File: src/rtl/mod997_pkg.sv
// Shared parameters and FSM state encoding for the mod-997 residue accumulator.
package mod997_pkg;

  localparam int MOD    = 997;
  localparam int W      = 10;
  localparam int CHUNKS = 50;

  typedef enum logic [1:0] {
    IDLE = 2'd0,
    ACC  = 2'd1,
    OUT  = 2'd2
  } state_t;

endpackage

File: src/rtl/mod997_add.sv
// Combinational modular add: pre-reduce the incoming partial residue, add it to base, fold once.
module mod997_add #(
  parameter int MOD = 997,
  parameter int W   = 10
) (
  input  logic [W-1:0] base,
  input  logic [W-1:0] data,
  output logic [W-1:0] sum
);

  logic [W-1:0] data_red;
  logic [W:0]   raw;

  // LUT outputs may exceed MOD by up to 2^W-1-MOD, so one subtract brings them into range.
  always_comb begin
    data_red = (data >= W'(MOD)) ? data - W'(MOD) : data;
    raw      = {1'b0, base} + {1'b0, data_red};
    sum      = (raw >= (W+1)'(MOD)) ? W'(raw - (W+1)'(MOD)) : raw[W-1:0];
  end

endmodule

File: src/rtl/mod997_residue_acc.sv
// Frame residue accumulator: folds per-chunk partial residues into one value modulo MOD.
// Optional chunk-count checking (out_err) is enabled by defining MOD997_ACC_CNTCHK_EN.
module mod997_residue_acc #(
  parameter int MOD    = mod997_pkg::MOD,
  parameter int W      = mod997_pkg::W,
  parameter int CHUNKS = mod997_pkg::CHUNKS
) (
  input  logic         clk,
  input  logic         rst,
  input  logic         in_valid,
  output logic         in_ready,
  input  logic [W-1:0] in_data,
  input  logic         in_first,
  input  logic         in_last,
  output logic         out_valid,
  input  logic         out_ready,
  output logic [W-1:0] out_data,
  output logic [1:0]   dbg_state
`ifdef MOD997_ACC_CNTCHK_EN
  ,
  output logic         out_err
`endif
);

  import mod997_pkg::*;

  // Handshakes: a beat transfers on a rising edge where valid && ready; a valid
  // source holds its data stable until that edge, and ready never depends on valid.

  state_t       state;
  logic [W-1:0] acc;
  logic [W-1:0] base;
  logic [W-1:0] sum;
  logic         beat;

  assign beat      = in_valid && in_ready;
  assign in_ready  = (state != OUT);
  assign out_valid = (state == OUT);
  assign out_data  = acc;
  assign dbg_state = state;

  // A first beat always restarts from zero, both from IDLE and mid-frame.
  assign base = (in_first || state == IDLE) ? '0 : acc;

  mod997_add #(.MOD(MOD), .W(W)) u_add (
    .base (base),
    .data (in_data),
    .sum  (sum)
  );

  always_ff @(posedge clk) begin
    if (rst) begin
      state <= IDLE;
      acc   <= '0;
    end else begin
      case (state)
        IDLE: begin
          if (beat && in_first) begin
            acc   <= sum;
            state <= in_last ? OUT : ACC;
          end
        end
        ACC: begin
          if (beat) begin
            acc <= sum;
            if (in_last) state <= OUT;
          end
        end
        OUT: begin
          if (out_ready) state <= IDLE;
        end
        default: state <= IDLE;
      endcase
    end
  end

`ifdef MOD997_ACC_CNTCHK_EN
  localparam int CW = $clog2(CHUNKS + 1);

  logic [CW-1:0] cnt;
  logic [CW-1:0] cnt_next;
  logic          restart;
  logic          restart_next;

  always_comb begin
    cnt_next     = in_first ? CW'(1) : ((cnt == CW'(CHUNKS)) ? cnt : cnt + CW'(1));
    restart_next = (state == ACC) && (restart || in_first);
  end

  always_ff @(posedge clk) begin
    if (rst) begin
      cnt     <= '0;
      restart <= 1'b0;
      out_err <= 1'b0;
    end else begin
      case (state)
        IDLE, ACC: begin
          if (beat && (in_first || state == ACC)) begin
            cnt     <= cnt_next;
            restart <= restart_next;
            if (in_last) out_err <= (cnt_next != CW'(CHUNKS)) || restart_next;
          end
        end
        OUT: begin
          if (out_ready) out_err <= 1'b0;
        end
        default: out_err <= 1'b0;
      endcase
    end
  end
`endif

endmodule

File: config.mk
export PLATFORM = sky130hd
export DESIGN_NAME = mod997_residue_acc
export DESIGN_NICKNAME = d
export VERILOG_FILES = /design/src/rtl/mod997_pkg.sv /design/src/rtl/mod997_add.sv /design/src/rtl/mod997_residue_acc.sv
export SDC_FILE = /design/constraint.sdc
export NUM_CORES = 1
export LEC_CHECK = 0
export CAP_MARGIN = 25
export CORE_MARGIN = 3
export CORE_UTILIZATION = 53
export DETAILED_ROUTE_END_ITERATION = 8
export PLACE_DENSITY = 0.8
export SETUP_SLACK_MARGIN = 0.4
export SYNTH_ARGS = -nofsm -noshare
export SYNTH_HDL_FRONTEND = slang
export SYNTH_HIERARCHICAL = 1
export SYNTH_SLANG_ARGS = --single-unit
File: constraint.sdc
create_clock -name clk -period 5.51 [get_ports clk]
set_clock_uncertainty 0.1 [all_clocks]
set_input_delay 0.8265 -clock clk [delete_from_list [all_inputs] [get_ports clk]]
set_output_delay 0.8265 -clock clk [all_outputs]
set_load 0.05 [all_outputs]
---- After elaboration in Yosys (flattened, before gate mapping) ----
Index checks and enable logic that the tools add are counted.
storage, ports and cells
  register bits after elaboration ......... 12
  input bits .............................. 16
  output and inout bits ................... 14
  word-level logic and storage cells ...... 33
cells by class
  add/subtract/negate cells ............... 3
  magnitude comparators ................... 2
  eq/ne operators ......................... 7
  muxes and demuxes ....................... 12
  reduce and logical (&&, ||, !) cells .... 7
operator list
  kind                                                                 count
  two-way mux 10 bit                                                   5
  one-hot mux 10 bit (2 select lines)                                  1
  subtractor 10 bit, second input constant                             2
  adder 10 x 10 -> 11 bit                                              1
  greater-or-equal comparator 11 x 10 -> 1 bit, second input constant  1
  greater-or-equal comparator 10 bit, second input constant            1
  two-way mux 2 bit                                                    5
  != test 2 bit, second input constant                                 3
  one-hot mux 2 bit (3 select lines)                                   1
  != test 2 x 1 -> 1 bit, second input constant                        2
  AND reduction 4 bit                                                  1
  AND reduction 3 bit                                                  1
  equality test 2 x 1 -> 1 bit, second input constant                  1
  equality test 2 bit, second input constant                           1
  logical AND 1 bit                                                    2
  zero test 2 bit                                                      1
  nonzero test 2 bit                                                   1
  logical OR 1 bit                                                     1

---- Longest topological paths before layout ----
Gate-level depths: netlist of run 1.
  depth after elaboration ................. 8
  gate-level depth with buffers ........... 18
  depth with buffers taken out ............ 18

---- Cells and area by module ----
The synthesis of run 1 kept the hierarchy.
modules (own cells, without submodules)
  module              times used  cells an instance  area each (µm²)  sequential area each (µm²)
  mod997_add          1           131                963.4            0.0
  mod997_residue_acc  1           66                 624.3            240.2

---- Worst setup path before layout of run 1 ----
No wires, ideal clock.
  path kind ............................... input -> register
  start ................................... in in_data[0]
  end ..................................... reg acc[4] (netlist: out_data[4])
  library setup time ...................... 0.072 ns
  data arrival time ....................... 3.991 ns
  required time ........................... 5.338 ns
  setup slack ............................. 1.347 ns
  cell stages on the path ................. 17
  buffers on the path ..................... 0
  cells stage by stage .................... inv_1 ha_1 inv_1 o21ai_0 a21oi_1 a21boi_0 nor2b_1 ha_1 a21oi_1 mux2_1 a211oi_2 o311a_1 a31oi_4 nor3_2 xor2_1 nand2b_1 mux2i_1
on the way
  word-level cells in the longest chain between the ends .. 7
  elaborated cells on any way between the ends .. 10
  classes of those cells .................. add/sub (3); order compare (2); mux (5)
RTL lines
  element                                                                            line                                                RTL
  from (decl)                                                                        mod997_residue_acc.sv:12                            input logic [W-1:0] in_data,
  subtractor 10 bit or greater-or-equal comparator 10 bit (tied branches)            mod997_add.sv:16                                    data_red = (data >= W'(MOD)) ? data - W'(MOD) : data;
  two-way mux 10 bit *                                                               mod997_add.sv:16
  adder 10 x 10 -> 11 bit *                                                          mod997_add.sv:17                                    raw = {1'b0, base} + {1'b0, data_red};
  subtractor 10 bit or greater-or-equal comparator 11 x 10 -> 1 bit (tied branches)  mod997_add.sv:18                                    sum = (raw >= (W+1)'(MOD)) ? W'(raw - (W+1)'(MOD)) : raw[W-1:0];
  two-way mux 10 bit *                                                               mod997_add.sv:18
  via sum[4]                                                                         mod997_residue_acc.sv:33                            logic [W-1:0] sum;
  two-way mux 10 bit (on tied branches)                                              mod997_residue_acc.sv:64, mod997_residue_acc.sv:58
  one-hot mux 10 bit (2 select lines) *                                              mod997_residue_acc.sv:56                            case (state)
  to (signal assigned)                                                               mod997_residue_acc.sv:59                            acc <= sum;
  to (signal assigned)                                                               mod997_residue_acc.sv:65                            acc <= sum;
  to (decl)                                                                          mod997_residue_acc.sv:31                            logic [W-1:0] acc;
The timed path passes the listed nets; every way through them passes the cells marked *. The select of a mux whose other input is x is not followed.
A chain may end at the register's enable or synchronous reset.

---- Worst setup path in the final report of run 1 ----
Same ends and word-level chain as after synthesis.

==> results_dict.tcl, run 1 <==
set metrics [dict create \
    status "completed" \
    r2r_end "out_data[4]" \
    grt_pass1_vias 1384 \
    synth_compound_area_frac 0.1820 \
    layout-drive-gt1-share 0.09692 \
    synth.cell_area_um2 1588 \
    worstPathRequired_ns 5.62 \
    clk_path_buf_depth 2 \
    ys_seq_area_frac 0.1513 \
    num_rows 19 \
    drv_slew 0 \
    synth_xor_area_frac 0.08747 \
    slew_headroom 0.6043 \
    ff2ff_setup_slack_ns 1.84 \
    drtIter0Drc 70 \
    slowest_stage "clkdlybuf4s50_1" \
    avgSynthCellArea_um2 8.060 \
    postCtsSetupRepairBufs 0 \
    ys.warnings.count 6 \
    grt_overflow_total 0 \
    antenna_found_initial 0 \
    async_reset_ff_frac 0 \
    root_buffer "clkbuf_4" \
    ys_dominant_reg_cell "dfxtp_1" \
    powerDensity_nw_per_um2 152.2 \
    synth_top_family_by_area "simple AND/OR/NAND/NOR gates" \
    dieArea_um2 3689 \
    period_share 0.8603 \
    numCtsBuffers 3 \
    die_y_um 60.74 \
    hold_path_class "reg -> reg" \
    p_leak_uw 0.0008029 \
    place_congestion 0.9131 \
    fin_area_um2 1943 \
    io_buffers 29 \
    drv_cap 0 \
    r2r_cells 15 \
    n_antenna_cell 0 \
    synthMuxAreaShare 0.08274 \
    hp-start "out_data[9]" \
    path_cells "clkdlybuf4s50_1 -> inv_1 -> ha_1 -> inv_1 -> o21ai_0 -> a21oi_2 -> xnor2_1 -> ha_1 -> inv_1 -> fa_1 -> and3b_1 -> o2111ai_1 -> and3_1 -> nor3_1 -> a31oi_4 -> nor3_2 -> xor2_1 -> nand2b_1 -> mux2i_1" \
    synth_edf_count 0 \
    fin_ws_ns 0.7698 \
    postRouteAntennaNets 0 \
    hold_end "out_data[9]" \
    cp_max_fo 9 \
    vias 1488 \
    stdcell_count 258 \
    cp_common_cell "inv_1" \
    grt_pass1_wl_um 6196 \
    coreArea_um2 2805 \
    cts_tree "yes" \
    critPathLaunchType "primary input" \
    vdd_ir_drop_max_uv 176.6 \
    grt_max_degree 24 \
    die_x_um 60.74 \
    tightest_slew_ns 0.5917 \
    criticalPathCategory "in -> reg" \
    yosys.area_share.simple 0.3215 \
    synthCells 197 \
    startpoint "in_data[0]" \
    max_stage_delay_ns 0.51 \
    final.setup.tns_ns 0 \
    ios 30 \
    hold_depth 2 \
    place.detailed.hpwl_um 2942 \
    grt_usage 0.2171 \
    total_power_uw 295.8 \
    setup_viol 0 \
    synth_fa_ha_area_frac 0.1308 \
    synth_nets 229 \
    dr.pass1.iters 4 \
    cts_sinks 12 \
    cp.arrival_ns 4.85 \
    htreeDepth 1 \
    timing.fmax_ghz 0.2110 \
    timing.rr.start "dbg_state[1]" \
    synth_cell_types 48 \
    nNetsFinal 260 \
    clk_latency_ns 0.28 \
    hold_viol 0 \
    place_ws_ns 0.2601 \
    endpoint_kind "register" \
    drcViolationCount 0 \
    rsz0062_at_grt "false" \
    dp_cells 253 \
    area_delta_synth_final_pct 22.38 \
    initial_core_util 0.5660 \
    vias_per_cell 5.767 \
    wl_um 3613 \
    ys_ff_latch 12 \
    place_area_um2 1888 \
    min_period_ns 4.740 \
    routedWlPerCell_um 14.00 \
    clk_pin_slew_worst_paths_ns 0.08 \
]
registers in the layout, indices dropped and copies added (netlist names):
register,flops
out_data,10
dbg_state,2
how the worst max path moves through the flow:
| stage | cells after the start | end |
|---|---|---|
| after global routing | 18 | out_data[6] |
| after CTS | 18 | out_data[4] |
| after floorplan | 17 | out_data[4] |
| after global placement | 18 | out_data[4] |
| final | 19 | out_data[4] |
| after detailed placement | 18 | out_data[4] |
layout by cell type (no fill, tap or decap), drive strengths merged, types with 2 or more instances in the layout:
cell | synthesis | routed
dfxtp | 12 | 12
xnor2 | 7 | 7
o21ai | 6 | 6
a21oi | 11 | 11
clkdlybuf4s50 | 0 | 29
nand2 | 9 | 9
nand2b | 22 | 22
inv | 11 | 11
a21o | 3 | 3
o211ai | 4 | 4
nor3 | 7 | 7
a211oi | 4 | 4
nor2 | 16 | 16
and2 | 14 | 14
and3 | 4 | 4
or2 | 2 | 2
nor2b | 4 | 4
clkbuf | 2 | 4
nand3 | 3 | 3
mux2i | 12 | 12
ha | 15 | 15
a31oi | 2 | 2
xor2 | 8 | 8
area by class of cell:
| class | instances | area (um2) |
|---|---|---|
| Clock buffer | 4 | 36.28 |
| Timing Repair Buffer | 30 | 301.5 |
| Multi-Input combinational cell | 170 | 1285 |
| Inverter | 11 | 41.29 |
| Tap cell | 31 | 38.79 |
| Sequential cell | 12 | 240.2 |
| Fill cell | 234 | 862.1 |
critical path, delay by kind of cell:
family	cells	cell delay [ns]
muxes	1	0.14
and+or+nand+nor	5	1.07
buffers and inverters	4	0.77
adders and majority gates	3	0.82
xor gates and xnor gates	2	0.34
AOI/OAI and AO/OA	4	0.87
stage by stage:
| step | utilization | hold slack (ns) |
|---|---|---|
| after CTS | 0.6860 | 0.3911 |
| after global placement | 0.6731 | 0.3685 |
| after floorplan | - | 0.5993 |
| after global routing | 0.6927 | 0.4158 |
| final | 0.6927 | 0.3912 |
| after detailed placement | 0.6731 | 0.3798 |
cell usage after synthesis, drive strengths merged, types with 6 or more instances:
library cell | instances | area [um2]
xor2 | 8 | 77.58
inv | 11 | 41.29
nand2 | 9 | 33.78
nor2 | 16 | 70.06
ha | 15 | 187.7
nand2b | 22 | 137.6
mux2i | 12 | 120.1
nor3 | 7 | 45.04
dfxtp | 12 | 240.2
a21oi | 11 | 55.05
xnor2 | 7 | 61.31
and2 | 14 | 87.58
o21ai | 6 | 30.03
power breakdown:
group / leakage (uW) / internal (uW) / switching [uW]
Sequential: 0.0000982 / 92.5 / 4.62
Combinational: 0.000684 / 53.6 / 74.3
Clock: 0.0000210 / 40.2 / 30.5
Total: 0.000803 / 186 / 109
metal layers:
metal / wire length [um] / vias to the layer above / GRT usage
met5: 0 / - / 0
met4: 27 / 0 / 0.04025
met3: 127 / 4 / 0.04043
met2: 1823 / 28 / 0.3664
met1: 1635 / 704 / 0.2907
li1: - / 752 / -
cells by family after synthesis:
| logic type | Yosys count |
|---|---|
| flip-flops | 12 |
| AND/OR/NAND/NOR | 87 |
| adder cells (fa/ha/maj) | 16 |
| multiplexers | 13 |
| XOR/XNOR | 15 |
| buffers and inverters | 15 |
| AO/OA/AOI/OAI | 39 |
timing repair:
action                     4_1_cts  5_1_grt
setup endpoints to repair        0       10
hold endpoints to repair         0        0
hold buffers                     0        0
gates resized for setup          0        3
No activity file was read; power rests on OpenSTA's default activity.
==> inputs of run 2 (changes only) <==
--- a/config.mk
+++ b/config.mk
@@ -10,7 +10,8 @@
 export CORE_UTILIZATION = 53
 export DETAILED_ROUTE_END_ITERATION = 8
 export PLACE_DENSITY = 0.8
-export SETUP_SLACK_MARGIN = 0.4
+export SETUP_SLACK_MARGIN = 0.2
+export SLEW_MARGIN = 20
 export SYNTH_ARGS = -nofsm -noshare
 export SYNTH_HDL_FRONTEND = slang
 export SYNTH_HIERARCHICAL = 1
==> results_dict.tcl, run 2 (same netlist as run 1, synthesis figures left out) <==
set metrics [dict create \
    status "completed" \
    cts_tree "yes" \
    endpoint_kind "register" \
    critPathLaunchType "primary input" \
    hold_path_class "reg -> reg" \
    final_cell_mix "clkdlybuf4s50_1 (29), nand2b_1 (22), ha_1 (15), and2_1 (14)" \
    clk_pin_slew_worst_paths_ns 0.08 \
    tightest_slew_ns 0.5919 \
    vdd_ir_drop_max_uv 176.6 \
    coreArea_um2 2805 \
    nNetsFinal 260 \
    routedWlPerCell_um 13.95 \
    worstPathRequired_ns 5.62 \
    num_rows 19 \
    dp_cells 253 \
    criticalPathCategory "in -> reg" \
    final.setup.tns_ns 0 \
    cp_max_fo 9 \
    clk_latency_ns 0.28 \
    grt_usage 0.2171 \
    drv_cap 0 \
    grt_pass1_wl_um 6196 \
    die_y_um 60.74 \
    final_common_cell "clkdlybuf4s50_1" \
    slew_headroom 0.6042 \
    place.detailed.hpwl_um 2942 \
    dr.pass1.iters 4 \
    wl_um 3599 \
    min_period_ns 4.870 \
    timing.rr.start "dbg_state[1]" \
    place_area_um2 1888 \
    place_congestion 0.9131 \
    ff2ff_setup_slack_ns 1.84 \
    seqCellArea_um2 240.2 \
    vias 1489 \
    area_delta_synth_final_pct 22.14 \
    multi_input_area_um2 1281 \
    r2r_end "out_data[4]" \
    die_x_um 60.74 \
    numCtsBuffers 3 \
    setup_viol 0 \
    initial_core_util 0.5660 \
    grt_pass1_vias 1384 \
    dieArea_um2 3689 \
    postRouteAntennaNets 0 \
    grt_overflow_total 0 \
    cts_hold_buf 0 \
    rsz0062_at_grt "false" \
    root_buffer "clkbuf_4" \
    htreeDepth 1 \
    vias_per_cell 5.771 \
    timing.fmax_ghz 0.2053 \
    drcViolationCount 0 \
    hold_end "out_data[9]" \
    fin_area_um2 1939 \
    powerDensity_nw_per_um2 152.3 \
    hold_viol 0 \
    r2r_cells 15 \
    drv_slew 0 \
    hold_depth 2 \
    cp.arrival_ns 4.98 \
    hp-start "out_data[9]" \
    ios 30 \
    p_leak_uw 0.0008016 \
    cts_sinks 12 \
    layout-drive-gt1-share 0.09251 \
    whs_ns 0.3912 \
    fillCellCount 236 \
    n_antenna_cell 0 \
    grt_max_degree 24 \
    clk_path_buf_depth 2 \
    drtIter0Drc 72 \
    io_buffers 29 \
    period_share 0.8839 \
    postCtsSetupRepairBufs 0 \
    stdcell_count 258 \
    largest_reg_flops 10 \
    antenna_found_initial 0 \
]
-- run 2: timing repair --
action | CTS | global route
hold endpoints to repair | 0 | 0
resized for setup | 0 | 1
setup endpoints to repair | 0 | 7
-- run 2: worst max path at each step --
stage          startpoint          end  slack (ns)  cells past startpoint
6_report       in_data[0]  out_data[4]        0.64                     18
2_1_floorplan  in_data[0]  out_data[4]        1.35                     17
3_5_place_dp   in_data[0]  out_data[4]        0.26                     18
3_3_place_gp   in_data[0]  out_data[4]        0.61                     18
5_1_grt        in_data[0]  out_data[6]        0.21                     18
4_1_cts        in_data[0]  out_data[4]        0.55                     18
-- run 2: per-stage QoR --
step,utilization,power (uW),setup WS [ns]
2_1_floorplan,-,187.9,1.347
3_3_place_gp,0.6731,221.1,0.6136
3_5_place_dp,0.6731,225.0,0.2601
4_1_cts,0.6860,296.8,0.5526
5_1_grt,0.6913,314.5,0.2118
6_report,0.6913,295.4,0.6396
-- run 2: power breakdown --
group	internal, uW	switching (uW)	total, uW
clock network	40.2	30.5	70.7
registers	92.5	4.62	97.2
logic	53.6	73.9	127
-- run 2: layout make-up --
class	instances	share of cell area
Clock buffer	4	0.01871
Timing Repair Buffer	30	0.1555
Sequential cell	12	0.1239
Tap cell	31	0.02000
Multi-Input combinational cell	170	0.6606
Inverter	11	0.02129
-- run 2: critical path, cell delays in order --
cell and delay [ns]:
clkdlybuf4s50_1 0.51, inv_1 0.08, ha_1 0.21, inv_1 0.12
o21ai_0 0.13, a21oi_2 0.31, a21boi_0 0.41, nor2b_1 0.10
ha_1 0.34, a21oi_1 0.27, mux2_1 0.37, a211oi_2 0.30
o311a_1 0.28, a31oi_4 0.18, nor3_2 0.17, xor2_1 0.16
nand2b_1 0.07, mux2i_1 0.14
-- run 2: metal layers --
metal,GRT usage,share of wire,up-vias
li1,-,-,751
met1,0.2907,0.45,708
met2,0.3664,0.51,26
met3,0.04043,0.032,4
met4,0.04025,0.0075,0
met5,0,0,-
==> inputs of run 3 (changes only) <==
--- a/config.mk
+++ b/config.mk
@@ -7,12 +7,11 @@
 export LEC_CHECK = 0
 export CAP_MARGIN = 25
 export CORE_MARGIN = 3
-export CORE_UTILIZATION = 53
+export CORE_UTILIZATION = 51
 export DETAILED_ROUTE_END_ITERATION = 8
-export PLACE_DENSITY = 0.8
+export PLACE_DENSITY = 0.79
 export SETUP_SLACK_MARGIN = 0.2
 export SLEW_MARGIN = 20
 export SYNTH_ARGS = -nofsm -noshare
 export SYNTH_HDL_FRONTEND = slang
-export SYNTH_HIERARCHICAL = 1
 export SYNTH_SLANG_ARGS = --single-unit
==> results_dict.tcl, run 3 <==
set metrics [dict create \
    vias_per_cell 6.135 \
    layout-drive-gt1-share 0.07477 \
    hold_path_class "reg -> reg" \
    final.setup.tns_ns 0 \
    synth_common_cells "o21ai_0 (17), a21oi_1 (15), ha_1 (15), nor2_1 (15)" \
    criticalPathCategory "in -> reg" \
    avgSynthCellArea_um2 7.689 \
    synthMostInstantiatedCell "o21ai_0" \
    worstPathRequired_ns 5.60 \
    numCtsBuffers 3 \
    status "completed" \
    routedWlPerCell_um 14.84 \
    setup_viol 0 \
    die_y_um 58.96 \
    grt_usage 0.2249 \
    synth_cell_types 51 \
    vias 1497 \
    clk_path_buf_depth 2 \
    slew_headroom 0.5950 \
    wl_um 3620 \
    num_rows 18 \
    grt_pass1_wl_um 6251 \
    dr.pass1.iters 4 \
    place.detailed.hpwl_um 2870 \
    yosysTopAreaCell "dfxtp_1" \
    drv_slew 0 \
    cts_resized 0 \
    cp.arrival_ns 4.88 \
    die_x_um 58.96 \
    io_buffers 29 \
    grt_max_degree 19 \
    area_delta_synth_final_pct 22.83 \
    fin_ws_ns 0.7129 \
    synth_top_area_share 0.1680 \
    grt_overflow_total 0 \
    nNetsFinal 248 \
    cts_tree "yes" \
    postCtsSetupRepairBufs 0 \
    place_congestion 0.8398 \
    async_reset_ff_frac 0 \
    ys.warnings.count 0 \
    hold_viol 0 \
    final_common_cell "clkdlybuf4s50_1" \
    synth.cell_area_um2 1430 \
    vdd_ir_drop_max_uv 154.9 \
    antenna_found_initial 0 \
    ys_dominant_reg_cell "dfxtp_1" \
    synth.area.top_cells "dfxtp_1 (17%), ha_1 (13%), o21ai_0 (5.9%)" \
    htreeDepth 1 \
    ios 30 \
    synth_edf_count 0 \
    synthCells 186 \
    synth_nets 218 \
    rsz0062_at_grt "false" \
    postRouteAntennaNets 0 \
    final_cell_mix "clkdlybuf4s50_1 (29), o21ai_0 (17), nor2_1 (15), a21oi_1 (15), ha_1 (15)" \
    timing.fmax_ghz 0.2085 \
    coreArea_um2 2567 \
    grt_pass1_vias 1432 \
    fillCellCount 242 \
    clk_pin_slew_worst_paths_ns 0.07 \
    whs_ns 0.3896 \
    largest_reg_flops 10 \
    cp_max_fo 11 \
    endpoint_kind "register" \
    n_antenna_cell 0 \
    cts_hold_buf 0 \
    dieArea_um2 3476 \
    cts_sinks 12 \
    tightest_slew_ns 0.6052 \
    place_ws_ns 0.4539 \
    critPathLaunchType "primary input" \
    initial_core_util 0.5570 \
    clk_latency_ns 0.27 \
    powerDensity_nw_per_um2 158.6 \
    min_period_ns 4.797 \
    drv_cap 0 \
    ys_ff_latch 12 \
    drtIter0Drc 69 \
    root_buffer "clkbuf_4" \
    ys_seq_area_frac 0.1680 \
    period_share 0.8706 \
    p_leak_uw 0.0007416 \
    drcViolationCount 0 \
]
run 3: cell types whose count changed after synthesis, moves of 4 or more:
cell / delta
o21ai_0: +11
nand2b_1: -21
a21oi_1: +4
mux2i_1: -11
xor2_1: -4
run 3: routing by layer:
layer	global-route usage	up-vias	share of wire
met5	0	-	0
met4	0.04854	0	0.0061
met3	0.01316	3	0.056
met2	0.3943	59	0.48
met1	0.3021	701	0.46
li1	-	734	-
run 3: path summary, 6_finish.rpt:
path | startpoint | endpoint | slack (ns) | cells past startpoint
worst max-delay path | in_data[0] | out_data[6] | 0.71 | 17
worst min-delay path | out_data[5] | out_data[5] | 0.39 | 2
worst max register to register | dbg_state[0] | out_data[6] | 1.83 | 12
worst min register to register | out_data[5] | out_data[5] | 0.39 | 2
run 3: power by group:
group / internal, uW / switching (uW) / total, uW
logic: 48.9 / 77.1 / 126
registers: 93.4 / 5.42 / 98.9
clock network: 25.3 / 28.5 / 53.8
total: 168 / 111 / 279
run 3: area by class of cell:
cell class	count	area [um2]	area share
multi-input cells	161	1132	0.6446
repair buffers	29	290.3	0.1652
flip-flops and latches	12	240.2	0.1368
well taps	30	37.54	0.02137
inverters	9	33.78	0.01923
clock buffers	3	22.52	0.01282
run 3: stage by stage:
step	utilization	power (uW)	instance area (um2)	instances
floorplan	-	184.7	1430	186
global placement	0.6754	221.9	1734	241
detailed placement	0.6754	225.1	1734	241
CTS	0.6842	278.8	1757	244
global route	0.6842	295.5	1757	244
finish	0.6842	278.7	1757	244
run 3: cells by family (layout without fill, tap and decap cells):
family / after synthesis / after routing / share of synthesized area
compound gates: 61 / 61 / 0.2773
flops: 12 / 12 / 0.1680
buf+inv: 13 / 41 / 0.04024
fa+ha+maj: 16 / 16 / 0.1452
mux: 2 / 2 / 0.01487
xor+xnor: 14 / 14 / 0.09625
simple gates: 68 / 68 / 0.2581
run 3: critical path, stage by stage:
cell and delay [ns]:
clkdlybuf4s50_1 0.51, inv_1 0.08, ha_1 0.23, inv_1 0.08, o21ai_0 0.09, a21oi_1 0.39, nand2_1 0.12, xnor2_1 0.23
ha_1 0.31, a211oi_1 0.31, o21ai_2 0.11, a211oi_2 0.27, xor2_2 0.16, nor4b_2 0.36, a21oi_2 0.18, or3_1 0.37
a311oi_1 0.25
